$ cat src/rtl/booth_pkg.sv
// Shared types and constants for the Booth product accumulator.
package booth_pkg;

    typedef enum logic [1:0] {
        IDLE = 2'd0,
        ACC  = 2'd1,
        HOLD = 2'd2
    } state_t;

    localparam int PROD_W      = 16;
    localparam int DEF_ACC_W   = 24;
    localparam int DEF_MAX_CNT = 16;

endpackage

$ cat src/rtl/booth_sat_add.sv
// Signed saturating adder: clamps to the ACC_W two's-complement range and
// flags whenever a clamp happened.
module booth_sat_add #(
    parameter int ACC_W = 24
) (
    input  logic [ACC_W-1:0] a,
    input  logic [ACC_W-1:0] b,
    output logic [ACC_W-1:0] sum,
    output logic             ovf
);

    logic [ACC_W:0] full;

    // One guard bit exposes overflow as a mismatch of the two top bits.
    always_comb begin
        full = {a[ACC_W-1], a} + {b[ACC_W-1], b};
        ovf  = full[ACC_W] != full[ACC_W-1];
        if (!ovf)
            sum = full[ACC_W-1:0];
        else if (full[ACC_W])
            sum = {1'b1, {(ACC_W-1){1'b0}}};
        else
            sum = {1'b0, {(ACC_W-1){1'b1}}};
    end

endmodule

$ cat src/rtl/booth_acc.sv
// Frame accumulator for signed Booth products.
//
// state | meaning
// IDLE  | waiting for the first product of a frame
// ACC   | frame open, adding products
// HOLD  | frame closed, result presented until taken
module booth_acc
    import booth_pkg::*;
#(
    parameter  int ACC_W   = DEF_ACC_W,
    parameter  int MAX_CNT = DEF_MAX_CNT,
    localparam int CNT_W   = $clog2(MAX_CNT + 1)
) (
    input  logic              clock,
    input  logic              rst_n,
    input  logic              p_valid,
    input  logic [PROD_W-1:0] p,
    input  logic              p_last,
    output logic              in_ready,
    output logic              out_valid,
    input  logic              out_ready,
    output logic [ACC_W-1:0]  out_sum,
    output logic [CNT_W-1:0]  out_cnt,
    output logic              out_sat
);

    state_t           state, state_nxt;
    logic [ACC_W-1:0] acc, acc_nxt;
    logic [CNT_W-1:0] cnt, cnt_nxt, cnt_inc;
    logic             sat, sat_nxt;
    logic             rdy;
    logic [ACC_W-1:0] p_ext;
    logic [ACC_W-1:0] add_sum;
    logic             add_ovf;
    logic             accept;

    assign p_ext   = {{(ACC_W-PROD_W){p[PROD_W-1]}}, p};
    assign accept  = p_valid && rdy;
    assign cnt_inc = cnt + CNT_W'(1);

    booth_sat_add #(.ACC_W(ACC_W)) u_sat_add (
        .a   (acc),
        .b   (p_ext),
        .sum (add_sum),
        .ovf (add_ovf)
    );

    // Next-state and datapath update; the closing product moves us to HOLD.
    always_comb begin
        state_nxt = state;
        acc_nxt   = acc;
        cnt_nxt   = cnt;
        sat_nxt   = sat;
        case (state)
            IDLE: begin
                if (accept) begin
                    acc_nxt   = p_ext;
                    cnt_nxt   = CNT_W'(1);
                    sat_nxt   = 1'b0;
                    state_nxt = (p_last || MAX_CNT == 1) ? HOLD : ACC;
                end
            end
            ACC: begin
                if (accept) begin
                    acc_nxt   = add_sum;
                    cnt_nxt   = cnt_inc;
                    sat_nxt   = sat | add_ovf;
                    state_nxt = (p_last || cnt_inc == CNT_W'(MAX_CNT)) ? HOLD : ACC;
                end
            end
            HOLD: begin
                if (out_ready) begin
                    acc_nxt   = '0;
                    cnt_nxt   = '0;
                    sat_nxt   = 1'b0;
                    state_nxt = IDLE;
                end
            end
            default: begin
                acc_nxt   = '0;
                cnt_nxt   = '0;
                sat_nxt   = 1'b0;
                state_nxt = IDLE;
            end
        endcase
    end

    // State and datapath registers; in_ready is registered so it stays low
    // through reset and rises on the first edge after release.
    always_ff @(posedge clock or negedge rst_n) begin
        if (!rst_n) begin
            state <= IDLE;
            acc   <= '0;
            cnt   <= '0;
            sat   <= 1'b0;
            rdy   <= 1'b0;
        end else begin
            state <= state_nxt;
            acc   <= acc_nxt;
            cnt   <= cnt_nxt;
            sat   <= sat_nxt;
            rdy   <= (state_nxt != HOLD);
        end
    end

    assign in_ready  = rdy;
    assign out_valid = (state == HOLD);
    assign out_sum   = acc;
    assign out_cnt   = cnt;
    assign out_sat   = sat;

endmodule

$ cat config.mk
export PLATFORM = sky130hd
export DESIGN_NAME = booth_acc
export DESIGN_NICKNAME = d
export VERILOG_FILES = /design/src/rtl/booth_pkg.sv /design/src/rtl/booth_sat_add.sv /design/src/rtl/booth_acc.sv
export SDC_FILE = /design/constraint.sdc
export NUM_CORES = 1
export LEC_CHECK = 0
export CORE_ASPECT_RATIO = 1.5
export CORE_MARGIN = 4
export CORE_UTILIZATION = 35
export CTS_BUF_LIST = sky130_fd_sc_hd__clkbuf_8
export DETAILED_ROUTE_END_ITERATION = 7
export GPL_TIMING_DRIVEN = 0
export PLACE_DENSITY = 0.55
export SLEW_MARGIN = 20
export SYNTH_ARGS = -nofsm -noshare
export SYNTH_HDL_FRONTEND = slang
export SYNTH_SLANG_ARGS = --single-unit
$ cat constraint.sdc
create_clock -name clock -period 3.7 [get_ports clock]
set_input_delay 0.74 -clock clock [delete_from_list [all_inputs] [get_ports clock]]
set_output_delay 0.74 -clock clock [all_outputs]
set_load 0.05 [all_outputs]
==> out/metrics.csv <==
metric,value,unit
vias_per_cell,5.40,
p_leak,1.54,nW
htreeDepth,2,
multi_input_area,1870,um2
yosysTopAreaCell,dfrtp_1,
synth_edf_count,0,
syn_nets,371,
tightest_slew,0.966,ns
cp.required,3.87,ns
die_area,9440,um2
wl_per_cell,16.4,um
synth_cell_types,48,
end_kind,flop,
seq_area,826,um2
first_iter_violations,76,
area_growth,29.8,%
hpwl,6100,um
grt.total_usage,17.6,%
yosysWarnings,0,
final_common_cell,clkdlybuf4s50_1,
grt_pass1_wl,12800,um
finish.instance_area,3600,um2
dpl-instance-area,3440,um2
antenna_left,0,
cp.arrival,3.71,ns
antenna_cells,0,
layout_common_cells,"clkdlybuf4s50_1, a21oi_1, nor2_1",
cts_buffers,5,
cellPowerDensity,1040,nW/um2
startpoint_type,primary input,
period_share,95.7,%
ir_drop,0.000492,V
num-nets-final,432,
clk_latency,0.29,ns
wl,8020,um
cp_max_fo,10,
syn_inst,324,
die_w,80.7,um
gp_congestion,0.819,
setup_viol,0,
hold_class,primary input to asynchronous set/reset pin,
cts_tree,built,
maxCapViolCount,0,
grt_max_degree,27,
hold_viol,0,
yosys-top-cells-area,"dfrtp_1, ha_1, a21oi_1",
synth_top_flop_cell,dfrtp_1,
numPortBuffers,52,
fillCellCount,776,
pin_count,53,
slew_headroom,35.6,%
drive_above_1_share,10.6,%
rsz0062_at_grt,no,
setup_tns,0,ns
grt_remaining_overflow,0,
ys_async_sr_fraction,100,%
die_y,117,um
cts.reportedPaths.clkPinSlew,0.08,ns
ys_ff_latch,33,
coreArea,7660,um2
min_period,3.54,ns
max_freq,282,MHz
dr.pass1.iters,4,
cts_hold_buf,0,
cts_root_buffer,clkbuf_8,
synthesis.area,2770,um2
synth_top_area_share,29.8,%
grt_pass1_vias,2591,
drc,0,
crit_type,primary input to flop,
drv_slew,0,
grt_antenna_before_repair,0,
num_rows,39,
ys_seq_area_share,29.8,%
status,"complete, no violations",
clock_sinks,33,
initial_core_util,36.2,%
final.setup_skew,0.00765,ns
route.vias.total,2635,
clk_path_buf_depth,2,
postSynthAreaPerCell,8.56,um2
[synth_stat cells (3+ instances only)]
library cell  instances
a21oi_1              43
nor2_1               35
dfrtp_1              33
nand2_1              27
ha_1                 25
o21ai_0              15
xnor2_1              13
nand3_1              12
a21o_1               10
o211ai_2              9
clkbuf_1              8
o22ai_1               8
nor3_1                7
xor2_1                7
o21ai_1               6
inv_1                 5
nor2_2                5
o211ai_1              5
buf_6                 4
nand4_1               4
a211oi_1              3
a31oi_1               3
and2_1                3
nand2b_1              3
nor2b_1               3
[power breakdown]
group / total [W] / internal [W] / switching (W)
Sequential: 0.000641 / 0.000506 / 0.000136
Combinational: 0.00270 / 0.00104 / 0.00166
Clock: 0.000423 / 0.000268 / 0.000155
[critical path: stages]
cell             delay, ns
clkdlybuf4s50_1       0.44
ha_1                  0.26
fa_1                  0.44
a211oi_2              0.32
o211ai_2              0.17
a311oi_4              0.33
o31a_4                0.23
o211ai_2              0.09
mux2_4                0.30
nand2_4               0.11
buf_6                 0.18
o21ai_1               0.09
[kinds of logic (layout without fill, tap and decap cells)]
group,count (synthesis),after routing,synth area share [%]
fa+ha+maj,26,26,12.0
simple gates,106,106,17.7
flops,33,33,29.8
buf+inv,18,80,3.52
xor+xnor,21,21,6.90
mux,1,1,0.541
compound gates,119,119,29.5
[sequential cells by signal, summed over array words and instances (netlist names)]
| register | flops |
|---|---|
| in_ready | 1 |
| out_cnt | 5 |
| out_sat | 1 |
| out_sum | 24 |
| state | 2 |
[metal layers]
layer  GRT usage, %  vias to the layer above  routed length (um)
met1           20.3                     1264                3290
li1               -                     1317                   -
met2           33.2                       46                4340
met4           4.62                        0                 108
met3           3.06                        8                 285
met5              0                        -                   0
[final cells by class]
| type | count | area share [%] |
|---|---|---|
| Tap cell | 102 | 3.54 |
| Clock inverter | 3 | 1.81 |
| Buffer | 13 | 2.19 |
| Multi-Input combinational cell | 273 | 52.0 |
| Sequential cell | 33 | 22.9 |
| Inverter | 5 | 0.521 |
| Timing Repair Buffer | 54 | 15.1 |
| Clock buffer | 5 | 1.91 |
[timing repair]
item	CTS	global route
buffers inserted	0	1
setup endpoints to repair	1	22
pin swaps	0	2
gates resized for setup	1	1
hold endpoints to repair	0	0
[worst paths after layout]
check	slack (ns)	cells after the start	end	start
worst max-delay path	0.16	12	out_sum[20]$_DFFE_PN0P_	p[0]
worst max register to register	0.65	11	out_sum[20]$_DFFE_PN0P_	out_sum[0]$_DFFE_PN0P_
max in group asynchronous	2.98	2	out_cnt[1]$_DFFE_PN0P_	rst_n
worst min register to register	0.51	1	state[0]$_DFF_PN0_	state[1]$_DFF_PN0_
worst min-delay path	0.29	1	out_sum[9]$_DFFE_PN0P_	rst_n
min in group clock	0.51	1	state[0]$_DFF_PN0_	state[1]$_DFF_PN0_
[metrics by stage]
stage,cells,hold slack [ns],worst slack (ns),util [%],total power [W]
finish,488,0.292,0.160,47.0,0.00376
global route,488,0.297,0.0180,47.0,0.00406
CTS,487,0.297,0.0606,46.8,0.00376
detailed placement,479,0.501,-0.299,44.9,0.00330
global placement,478,0.501,-0.302,44.7,0.00328
floorplan,324,0.444,0.556,-,0.00260
No activity file was read; power rests on OpenSTA's default activity.
